`src/rtl/piso_shift_register.sv`:
```
// -----------------------------------------------------------------------------
// piso_shift_register
//
// Parallel-in serial-out transmit register. A WIDTH-bit word is accepted with a
// ready/load handshake and then shifted out one bit per clock. If load is held
// high, the next word can be accepted in the same cycle that the last bit of
// the current word is shown. Consecutive words then go out with no gap.
//
// Parameters
//   WIDTH      word width in bits (>= 2)
//   MSB_FIRST  1: bit WIDTH-1 goes out first; 0: bit 0 goes out first
//
// Ports
//   clk           rising-edge clock, sole clock domain
//   reset         asynchronous active-low reset (0 = reset)
//   data_in       parallel word, sampled only when a load is accepted
//   load          load request, qualified by ready
//   ready         block can accept a word this cycle (combinational)
//   serial_out    current serial bit (0 while idle)
//   serial_valid  serial_out carries a valid bit
//   done          one-cycle pulse while the last bit of a word is on serial_out
// -----------------------------------------------------------------------------
module piso_shift_register #(
  parameter int unsigned WIDTH     = 8,
  parameter bit          MSB_FIRST = 1'b1
) (
  input  logic             clk,
  input  logic             reset,
  input  logic [WIDTH-1:0] data_in,
  input  logic             load,
  output logic             ready,
  output logic             serial_out,
  output logic             serial_valid,
  output logic             done
);

  localparam int unsigned    CW   = (WIDTH > 1) ? $clog2(WIDTH) : 1;
  localparam logic [CW-1:0]  LAST = CW'(WIDTH - 1);

  typedef enum logic {
    IDLE  = 1'b0,
    SHIFT = 1'b1
  } state_e;

  state_e           state_q, state_d;
  logic [WIDTH-1:0] shreg_q, shreg_d;
  logic [CW-1:0]    count_q, count_d;

  logic at_last;
  logic accept;

  // The last bit of a word is on the line. A new word may be accepted now.
  assign at_last = (state_q == SHIFT) && (count_q == LAST);
  assign ready   = (state_q == IDLE) || at_last;
  assign accept  = load && ready;

  // NOTE: every variable driven here gets a default first. Without that, a
  // path that does not assign it would infer a latch. The combinational block
  // uses blocking '=' assignments. The clocked block below uses only '<='.
  always_comb begin
    state_d = state_q;
    shreg_d = shreg_q;
    count_d = count_q;

    if (accept) begin
      shreg_d = data_in;
      count_d = '0;
      state_d = SHIFT;
    end else if (state_q == SHIFT) begin
      if (MSB_FIRST) begin
        shreg_d = {shreg_q[WIDTH-2:0], 1'b0};
      end else begin
        shreg_d = {1'b0, shreg_q[WIDTH-1:1]};
      end
      if (at_last) begin
        // Return to idle with a clean count. For a WIDTH that is not a power
        // of two, the count does not wrap to 0 by itself.
        count_d = '0;
        state_d = IDLE;
      end else begin
        count_d = count_q + CW'(1);
      end
    end
  end

  always_ff @(posedge clk or negedge reset) begin
    if (!reset) begin
      state_q <= IDLE;
      shreg_q <= '0;
      count_q <= '0;
    end else begin
      state_q <= state_d;
      shreg_q <= shreg_d;
      count_q <= count_d;
    end
  end

  // Outputs are decoded only from registered state. serial_out is gated in
  // IDLE, so leftover or unknown register contents never reach the line.
  assign serial_valid = (state_q == SHIFT);
  assign done         = at_last;
  assign serial_out   = serial_valid &&
                        (MSB_FIRST ? shreg_q[WIDTH-1] : shreg_q[0]);

endmodule

```
`config.mk`:
```
export PLATFORM = sky130hd
export DESIGN_NAME = piso_shift_register
export DESIGN_NICKNAME = d
export VERILOG_FILES = /design/src/rtl/piso_shift_register.sv
export SDC_FILE = /design/constraint.sdc
export NUM_CORES = 1
export LEC_CHECK = 0
export BUFFER_PORTS_ARGS = -buffer_cell sky130_fd_sc_hd__buf_2
export CORE_MARGIN = 3
export CORE_UTILIZATION = 38
export CTS_CLUSTER_SIZE = 28
export DETAILED_ROUTE_END_ITERATION = 16
export GPL_TIMING_DRIVEN = 0
export HOLD_SLACK_MARGIN = 0.08
export SYNTH_ARGS = -nofsm -noshare
export SYNTH_HDL_FRONTEND = slang
export SYNTH_SLANG_ARGS = --single-unit
```
`constraint.sdc`:
```
create_clock -name clk -period 1.5 [get_ports clk]
set_input_delay 0.3 -clock clk [delete_from_list [all_inputs] [get_ports clk]]
set_output_delay 0.3 -clock clk [all_outputs]
set_load 0.02 [all_outputs]
```
# After elaboration in Yosys (flattened, before gate mapping)
# Cells that the tools add are included.
[classes]
addsub = 1
n_mul = 0
div = 0
n_lt_le_gt_ge = 0
n_eq_ne = 1
shift = 0
mux = 8
n_bitwise = 1
n_reduce_logical = 5
[ops]
columns = ["operator", "count"]
rows = [
  ["$mux W8", 2],
  ["$mux W3", 3],
  ["$add A3 B1 Y3 const B", 1],
  ["$eq A3 B3 Y1 const B", 1],
  ["$logic_and A1 B1 Y1", 3],
  ["$mux W1", 3],
  ["$reduce_bool A2 Y1", 1],
  ["$logic_or A1 B1 Y1", 1],
  ["$not A1 Y1", 1],
]
[word_totals]
ff_bits = 12
latch_bits = 0
ramBits = 0
rom_bits = 0
in_bits = 11
output_inout_bits = 4
elab_cells = 19
n_memories = 0

# Depth between registers and ports, before layout
# Gate-level depths: netlist of run 1.
[logic_depth]
depth_word = 5
ltp_mapped = 6
mapped_depth_nobuf = 5

# Worst setup path after synthesis of run 1
# No wires, ideal clock.
[synth_path]
kind = "reg-to-reg"
start = "reg count_q[0]"
end = "reg shreg_q[5]"
setup_ns = 0.123
arrival_time_ns = 1.398
required_time_ns = 1.377
slack_ns = -0.021
stages_incl_launch_ff = 6
n_path_buf = 1
period_less_slack_ns = 1.521
path_cell_list = "dfrtp_1 ha_1 ha_1 nand2b_1 buf_2 o221a_2"
[synth_between]
elab_chain_len = 5
[synth_rtl]
columns = ["item", "line_no", "text"]
rows = [
  ["start, declared", "47", "logic [CW-1:0] count_q, count_d;"],
  ["start signal, assigned", "94", "count_q <= count_d;"],
  ["$eq A3 B3 Y1 *", "53", "assign at_last = (state_q == SHIFT) && (count_q == LAST);"],
  ["$logic_and A1 B1 Y1 *", "53", ""],
  ["$logic_or A1 B1 Y1 *", "54", "assign ready = (state_q == IDLE) || at_last;"],
  ["named net ready", "31", "output logic ready,"],
  ["$logic_and A1 B1 Y1 *", "55", "assign accept = load && ready;"],
  ["$mux W8 / $reduce_bool A2 Y1 (equally long branches)", "-", ""],
  ["end signal, assigned", "93", "shreg_q <= shreg_d;"],
  ["end, declared", "46", "logic [WIDTH-1:0] shreg_q, shreg_d;"],
]
# The timed path passes the listed nets; every way through them passes the cells marked *.
# A chain may end at the register's enable or synchronous reset.

# Worst setup path after layout of run 1
[layout_path]
start = "reg count_q[0]"
end = "out ready"
[layout_between]
elab_chain_len = 3
[layout_rtl]
columns = ["item", "line_no"]
rows = [
  ["$eq A3 B3 Y1", "53"],
  ["$logic_and A1 B1 Y1", "53"],
  ["$logic_or A1 B1 Y1", "54"],
  ["end, declared", "31"],
]
# Every way passes these cells.

==> metrics.cfg, run 1 <==
[status]
status=finished with violations
violations=negative setup slack

[worst_setup_path]
path_common_cell=buf_6
worstSetupStartpointType=flip-flop
cpPeakStageDelay_ns=0.38
crit_chain=ha_2, ha_4, nand2b_4, buf_6, buf_6
rrSetupSlack_ns=-0.05
cpMaxStageDelayCell=dfrtp_1
worst_ep_required_time_ns=1.20
worst_ep_arrival_time_ns=1.39
crit_cells=5
cp_max_fo=3
critical_path_buf_inv_count=2
reg2reg_from=count_q[0]$_DFFE_PN0P_
r2r_cells=6
crit_type=reg -> out
critPathTopFamily=flip-flops
r2r_end=shreg_q[2]$_DFFE_PN0P_
critPathCaptureType=output port

[logic_synthesis]
synth_top_family_by_area=compound AO/OA/AOI/OAI gates
synthArstFlopShare_pct=100
synth-edff-count=0
yosys_most_used_dff=dfrtp_1
ys_types=20
syn_inst=55
synth.area.mux_share_pct=1.54
synth_compound_area_share_pct=26.1
yosysSeqAreaShare_pct=46.3
synth-adder-area-share_pct=3.86
synthSimpleGateAreaFrac_pct=15.1
syn_area_per_cell_sq_um=11.8
synth_xor_area_share_pct=0
ys_warn_count=0
synth-seq-cells=12
synth_fp_nets=68
synthesis.area_sq_um=648

[timing]
slew_violations=0
fin_crit_ns=1.69
max_freq_ghz=0.592
worst_slack_ns=-0.189
rsz0062_at_grt=true
setup_viol=9
finalClockSkew_ns=0.00267
slew_headroom_pct=81.4
finalCritPeriodShare_pct=113
tightest_slew_ns=0.279
hold_viol_final=0

[routing]
dr.pass1.iters=4
drt_iter0_drc=12
drc=0
drtAntennaViolNets=0
vias_per_cell=5.42
wire_per_inst_um=14.4
routed_wl_um=1380
dr_total_vias=520

[power]
cellPowerDensity_nw_per_um2=1910
leakage_uw=0.000424
ir_drop_mv=1.02
total_power_uw=1660

[place]
dp_hpwl_um=895
routabilityCongestion=0.672
dp.cells=85
io_buffers=14

[global_routing]
grt.busiest_layer=met2
grt_util_met2_pct=24.3
grt_pass1_vias=517
overflow=0
antenna_found_initial=0
grt_usage_pct=15.6
grt_max_degree=13
grtUsageMet1_pct=19.1
use_met3_pct=4.60
grt_pass1_wl_um=2310

[final_layout]
final_cells=96
syn2layout_area_growth_pct=34.6
drive_gt1_share_pct=53.8
fin_nets=95
multiInputGateArea_sq_um=332
antennaDiodeCount=0
num-fill-cells=140
final-seq-area_sq_um=302

[floorplan]
die_h_um=47.3
core_sq_um=1560
fp.dieArea_sq_um=2240
start_util_pct=41.6
num_rows=14
die_x_um=47.3
ios=15

[min_path]
min_to=shreg_q[0]$_DFFE_PN0P_
min_from=data_in[0]
hold_path_depth=3
hp-class=in -> reg

[clock_tree]
cts.sinks=12
cts_max_level=1
cts_tree=done
numCtsBuffers=3
cts_buffer_depth=2
cts_root_buf=clkbuf_4
clk_pin_slew_ns=0.07
clk_latency_ns=0.26

[run]
drv_cap=0

[sequential cells by signal, indices dropped and copies added (netlist names)]
| name | flops |
|---|---|
| count_q | 3 |
| shreg_q | 8 |
| serial_valid | 1 |
[cell usage in the layout, fill, tap and decap left out, types with 3 or more instances in the layout]
cell type / n
clkbuf_4: 3
o221a_2: 6
nor2b_1: 7
dfrtp_1: 11
buf_6: 6
a211o_1: 5
buf_4: 8
buf_2: 11
[worst reg2reg max path, delay by kind of cell (launching register included)]
| kind | cells | cell delay [ns] |
|---|---|---|
| AO/OA/AOI/OAI | 1 | 0.27 |
| flip-flops | 1 | 0.38 |
| AND/OR/NAND/NOR | 1 | 0.14 |
| adder cells (fa/ha/maj) | 2 | 0.37 |
| buffers and inverters | 2 | 0.28 |
[power breakdown]
part           switching [uW]  internal (uW)
clock                    96.6           92.7
combinational             387            539
sequential               88.5            458
[routing by layer]
metal  wire length, um  vias up
met5                 0        -
li1                  -      262
met3                40        2
met1               650      248
met2               680        8
met4                12        0
[timing repair]
| item | 4_1_cts | 5_1_grt |
|---|---|---|
| pin swaps | 2 | 2 |
| endpoints found under the hold margin | 12 | 0 |
| setup endpoints to repair | 10 | 11 |
| cloned | 0 | 0 |
| hold buffers | 1 | 0 |
| resized for setup | 13 | 1 |
| buffers inserted | 7 | 1 |
[cells by family after synthesis]
kind of cell	Yosys count
AOI/OAI and AO/OA	18
and+or+nand+nor	17
DFF	12
buffers and inverters	5
adders and majority gates	2
muxes	1
[worst max-delay path by stage]
stage | from | end | slack [ns]
5_1_grt | count_q[0]$_DFFE_PN0P_ | ready | -0.24
2_1_floorplan | count_q[0]$_DFFE_PN0P_ | shreg_q[5]$_DFFE_PN0P_ | 0.003
4_1_cts | count_q[1]$_DFFE_PN0P_ | ready | -0.21
3_3_place_gp | count_q[0]$_DFFE_PN0P_ | ready | -0.13
6_report | count_q[0]$_DFFE_PN0P_ | ready | -0.19
3_5_place_dp | count_q[0]$_DFFE_PN0P_ | ready | -0.14
[cells in the mapped netlist (2+ instances only)]
| cell | count | share of area (%) |
|---|---|---|
| and2_2 | 2 | 2.3 |
| a211o_2 | 2 | 3.1 |
| nand2b_1 | 3 | 2.9 |
| dfrtp_1 | 12 | 46 |
| nand2_1 | 3 | 1.7 |
| ha_1 | 2 | 3.9 |
| nor2b_1 | 7 | 6.8 |
| buf_6 | 2 | 3.5 |
| o21ai_0 | 2 | 1.5 |
| a211o_1 | 5 | 6.8 |
| o221a_2 | 6 | 10 |
[final cells by class]
cell class	count	share of cell area, %
Buffer	3	3.87
Clock buffer	3	2.58
Inverter	1	0.430
Multi-Input combinational cell	38	38.0
Sequential cell	12	34.6
Tap cell	16	2.30
Timing Repair Buffer	23	18.2
[per-stage QoR]
stage / cell area (sq um) / TNS [ns] / hold WS, ns / util (%) / setup WS (ns)
5_1_grt: 872 / -0.972 / 0.289 / 55.9 / -0.243
4_1_cts: 860 / -0.622 / 0.258 / 55.1 / -0.208
6_report: 872 / -0.560 / 0.272 / 55.9 / -0.189
2_1_floorplan: 651 / 0 / 0.00441 / - / 0.00282
3_5_place_dp: 741 / -0.589 / 0.198 / 47.5 / -0.142
3_3_place_gp: 741 / -0.517 / 0.197 / 47.5 / -0.134
Power figures use the tool's default switching activity.
==> run 2, diff against run 1 <==
--- a/config.mk
+++ b/config.mk
@@ -12,6 +12,7 @@
 export DETAILED_ROUTE_END_ITERATION = 16
 export GPL_TIMING_DRIVEN = 0
 export HOLD_SLACK_MARGIN = 0.08
+export RECOVER_POWER = 100
 export SYNTH_ARGS = -nofsm -noshare
 export SYNTH_HDL_FRONTEND = slang
 export SYNTH_SLANG_ARGS = --single-unit
==> metrics.cfg, run 2 (synthesis gave the netlist of run 1 again) <==
[status]
status=finished with violations
violations=negative setup slack

[worst_setup_path]
r2r_cells=6
cpMaxStageDelayCell=dfrtp_1
cpPeakStageDelay_ns=0.38
critPathCaptureType=output port
cp_max_fo=3
crit_cells=5
worst_ep_arrival_time_ns=1.39
worstSetupStartpointType=flip-flop
path_common_cell=buf_6
critPathTopFamily=flip-flops
worst_ep_required_time_ns=1.20
critical_path_buf_inv_count=2
crit_chain=ha_2, ha_4, nand2b_4, buf_6, buf_6
crit_type=reg -> out

[clock_tree]
cts.sinks=12
clk_latency_ns=0.26
cts_root_buf=clkbuf_4
numCtsBuffers=3
clk_pin_slew_ns=0.07
cts_tree=done
cts_max_level=1
cts_buffer_depth=2

[final_layout]
drive_gt1_share_pct=50.0
final_common_cell=dfrtp_1
syn2layout_area_growth_pct=33.0
top_register=shreg_q
largest_reg_flops=8
final_cells=96
multiInputGateArea_sq_um=332
fin_util_pct=55.3
antennaDiodeCount=0
final-seq-area_sq_um=302
num-fill-cells=146
final_cell_mix=11 x dfrtp_1, 9 x buf_2, 8 x buf_4
fin_nets=95

[floorplan]
fp.dieArea_sq_um=2240
die_x_um=47.3
ios=15
die_h_um=47.3
start_util_pct=41.6
core_sq_um=1560
num_rows=14

[power]
p_sw_uw=569
leakage_uw=0.000415
swShare_pct=34.7
p_seq_share_pct=33.3
total_power_uw=1640
pwr-share-clk_pct=11.6
ir_drop_mv=0.968
p_int_uw=1070
cellPowerDensity_nw_per_um2=1900
combPwrFrac_pct=55.1

[routing]
dr_total_vias=524
drtAntennaViolNets=0
routed_wl_um=1380
drt_iter0_drc=11
dr.pass1.iters=4
vias_per_cell=5.46
drc=0
wire_per_inst_um=14.4

[global_routing]
grt_usage_pct=15.6
antenna_found_initial=0
grt_max_degree=13
grt_pass1_wl_um=2310
overflow=0
grt_pass1_vias=517

[place]
routabilityCongestion=0.672
io_buffers=14
dp_hpwl_um=895
dp.cells=85

[timing]
setup_viol=9
fin_crit_ns=1.69
timing.hold.ws_ns=0.271
hold_viol_final=0
slew_headroom_pct=55.4
tightest_slew_ns=0.670
rsz0062_at_grt=true
finalCritPeriodShare_pct=113
max_freq_ghz=0.592
tns_ns=-0.559
finalClockSkew_ns=0.00349
slew_violations=0
worst_slack_ns=-0.189

[run]
drv_cap=0

[min_path]
hold_path_depth=3
hp-class=in -> reg

run 2: changes by cell type in the layout (fill, tap and decap cells not counted), sizes merged:
cell	before	now
clkbuf	3	6
buf	25	22
run 2: worst register-to-register path: cells and delay by family (launching register included):
kind | cells | cell delay, ns
adder cells (fa/ha/maj) | 2 | 0.37
buffers and inverters | 2 | 0.28
flip-flops | 1 | 0.38
AND/OR/NAND/NOR | 1 | 0.14
AO/OA/AOI/OAI | 1 | 0.27
run 2: metrics by stage:
step                cell area (sq um)  worst slack [ns]
floorplan                         651           0.00282
global placement                  741            -0.134
detailed placement                741            -0.142
CTS                               860            -0.208
global route                      862            -0.243
finish                            862            -0.189
run 2: layer usage:
metal / share of wire (%) / routed length (um) / global-route usage, %
met5: 0 / 0 / 0
met4: 0.87 / 12 / 8.29
met3: 3.3 / 45 / 4.60
met2: 50 / 687 / 24.3
met1: 46 / 638 / 19.1
run 2: power by group through the flow:
stage	registers [uW]	clock network, uW	logic, uW
finish	545	190	903
global route	561	216	991
CTS	543	203	901
global placement	551	0	664
detailed placement	552	0	677
floorplan	538	0	526
run 2: path summary, 6_finish.rpt:
check                                            start                      to  slack, ns
worst max-delay path            count_q[0]$_DFFE_PN0P_                   ready      -0.19
worst min-delay path                        data_in[0]  shreg_q[0]$_DFFE_PN0P_       0.27
worst max register to register  count_q[0]$_DFFE_PN0P_  shreg_q[2]$_DFFE_PN0P_      -0.05
worst min register to register  count_q[2]$_DFFE_PN0P_  count_q[2]$_DFFE_PN0P_       0.56
max in group asynchronous                        reset  serial_valid$_DFF_PN0_       0.46
min in group asynchronous                        reset  shreg_q[1]$_DFFE_PN0P_       0.57
run 2: layout make-up:
class	count	area share [%]
Inverter	1	0.435
Clock buffer	3	2.61
Buffer	3	3.92
Sequential cell	12	35.0
Tap cell	16	2.32
Multi-Input combinational cell	38	38.5
Timing Repair Buffer	23	17.3
run 2: what timing repair did:
action                                  4_1_cts  5_1_grt
endpoints found under the setup margin       10       11
buffers inserted                              7        1
endpoints found under the hold margin        12        0
hold buffers                                  1        0
gates resized for setup                      13        1
pin swaps                                     2        2
gates cloned                                  0        0
==> run 3, diff against run 2 <==
--- a/config.mk
+++ b/config.mk
@@ -5,6 +5,8 @@
 export SDC_FILE = /design/constraint.sdc
 export NUM_CORES = 1
 export LEC_CHECK = 0
+export ABC_AREA = 1
+export ABC_CLOCK_PERIOD_IN_PS = 1500
 export BUFFER_PORTS_ARGS = -buffer_cell sky130_fd_sc_hd__buf_2
 export CORE_MARGIN = 3
 export CORE_UTILIZATION = 38
==> metrics.cfg, run 3 <==
[logic_synthesis]
ys_types=14
synth-seq-cells=12
ys_top_cells_by_area=dfrtp_1 43%, nand3_2 19%, nand2_1 12%, inv_1 5.9%, ha_1 3.6%
yosysSeqAreaShare_pct=43.1
syn_area_per_cell_sq_um=8.71
yosys.area.top_type_share_pct=43.1
ys_warn_count=0
synthesis.area_sq_um=697
synth_fp_nets=93
netlist.top_cell.by_area=dfrtp_1
synthArstFlopShare_pct=100
yosys_most_used_dff=dfrtp_1
syn_inst=80
yosys-top-cells-count=23 x nand2_1, 13 x nand3_2, 12 x dfrtp_1, 11 x inv_1, 6 x nor2_1
synth-edff-count=0
yosysMostFrequentCell=nand2_1

[worst_setup_path]
reg2reg_from=count_q[0]$_DFFE_PN0P_
worstSetupStartpointType=flip-flop
worst_ep_required_time_ns=1.20
worst_ep_arrival_time_ns=1.28
critPathCaptureType=output port
cpMaxStageDelayCell=dfrtp_1
r2r_end=count_q[1]$_DFFE_PN0P_
critical_path_buf_inv_count=2
cp_max_fo=4
crit_chain=ha_2, ha_4, inv_4, nand2_4, buf_6
critPathCapture=ready
cpPeakStageDelay_ns=0.39
startpoint=count_q[0]$_DFFE_PN0P_
critPathTopFamily=flip-flops
crit_cells=5
rrSetupSlack_ns=0.15
crit_type=reg -> out
r2r_cells=8

[timing]
timing.hold.ws_ns=0.276
max_freq_ghz=0.635
worst_slack_ns=-0.0759
tightest_slew_ns=0.659
fin_crit_ns=1.58
finalCritPeriodShare_pct=105
slew_violations=0
finalClockSkew_ns=0.00226
rsz0062_at_grt=true
slew_headroom_pct=56.1
hold_viol_final=0
setup_viol=2

[global_routing]
antenna_found_initial=0
overflow=0
grt_max_degree=13
grt_usage_pct=13.1
grt_pass1_wl_um=2410
grt_pass1_vias=538

[floorplan]
start_util_pct=43.2
ios=15
die_h_um=48.8
core_sq_um=1610
fp.dieArea_sq_um=2380
num_rows=14
die_x_um=48.8

[final_layout]
syn2layout_area_growth_pct=26.6
num-fill-cells=172
fin_util_pct=54.7
antennaDiodeCount=0
drive_gt1_share_pct=42.6
final_cells=125
design_area_sq_um=882
largest_reg_flops=8
final_common_cell=nand2_1
fin_nets=116
final_cell_mix=23 x nand2_1, 13 x nand3_2, 12 x dfrtp_1
top_register=shreg_q

[place]
dp.cells=118
dp_hpwl_um=914
post-place-ws_ns=-0.0814
io_buffers=14
routabilityCongestion=0.766
placed_cell_area_sq_um=797

[routing]
drtAntennaViolNets=0
routed_wl_um=1360
vias_per_cell=4.67
wire_per_inst_um=10.8
dr_total_vias=584
drc=0
dr.pass1.iters=3
drt_iter0_drc=3

[run]
drv_cap=0

[clock_tree]
cts.sinks=12
cts_buffer_depth=2
cts_tree=done
cts_max_level=1
clk_pin_slew_ns=0.07
numCtsBuffers=3
clk_latency_ns=0.27
cts_root_buf=clkbuf_4

[status]
status=finished with violations
violations=negative setup slack

[power]
ir_drop_mv=0.947
cellPowerDensity_nw_per_um2=1600
leakage_uw=0.000461

[min_path]
min_from=data_in[3]
hp-class=in -> reg

[run 3: power breakdown]
part,leakage (uW),internal [uW],switching (uW)
Combinational,0.000294,315,372
Clock,0.0000138,92.9,104
Sequential,0.000153,444,82.4
[run 3: how the worst min path moves through the flow]
stage                             endpoint  slack, ns  cells past startpoint
floorplan           count_q[0]$_DFFE_PN0P_      0.004                      0
global placement    shreg_q[7]$_DFFE_PN0P_       0.20                      1
detailed placement  shreg_q[7]$_DFFE_PN0P_       0.19                      1
CTS                 shreg_q[3]$_DFFE_PN0P_       0.27                      3
global route        shreg_q[3]$_DFFE_PN0P_       0.27                      3
finish              shreg_q[3]$_DFFE_PN0P_       0.28                      3
[run 3: worst reg2reg max path: cells and delay by family (launching register included)]
| family | cells | cell delay [ns] |
|---|---|---|
| DFF | 1 | 0.39 |
| adders and majority gates | 2 | 0.37 |
| and+or+nand+nor | 4 | 0.35 |
| buffers and inverters | 2 | 0.20 |
[run 3: layer usage]
metal  up-vias  wire [um]  share of wire [%]  track usage (%)
met5         -          0                  0                0
li1        294          -                  -                -
met2        12        636                 47             20.1
met3         4         43                3.2             1.83
met1       274        650                 48             17.6
met4         0         24                1.8             7.11
[run 3: layout make-up]
type                       count  area (sq um)  share of cell area, %
timing repair buffer          19           121                   13.8
multi-input combinational     53           342                   38.7
inverter                      12          47.5                   5.39
clock buffer                   3          22.5                   2.55
sequential                    12           300                   34.0
buffer                         2          18.8                   2.13
tap                           24          30.0                   3.40
[run 3: logic make-up (layout without fill, tap and decap cells)]
family	after synthesis	in the layout	synth area share, %
simple gates	49	49	40.6
buf+inv	15	36	10.8
flops	12	12	43.1
fa+ha+maj	2	2	3.59
compound gates	2	2	1.97
[run 3: repair_timing]
| item | 4_1_cts | 5_1_grt |
|---|---|---|
| endpoints found under the hold margin | 12 | 0 |
| setup buffers | 3 | 1 |
| pin swaps | 1 | 1 |
| setup endpoints to repair | 2 | 2 |
| gates resized for setup | 11 | 0 |
| hold buffers | 1 | 0 |
[run 3: per-stage QoR]
stage | TNS [ns] | total power (uW)
finish | -0.123 | 1410
global route | -0.262 | 1550
CTS | -0.238 | 1450
detailed placement | -0.0814 | 1100
global placement | -0.0760 | 1090
floorplan | 0 | 958
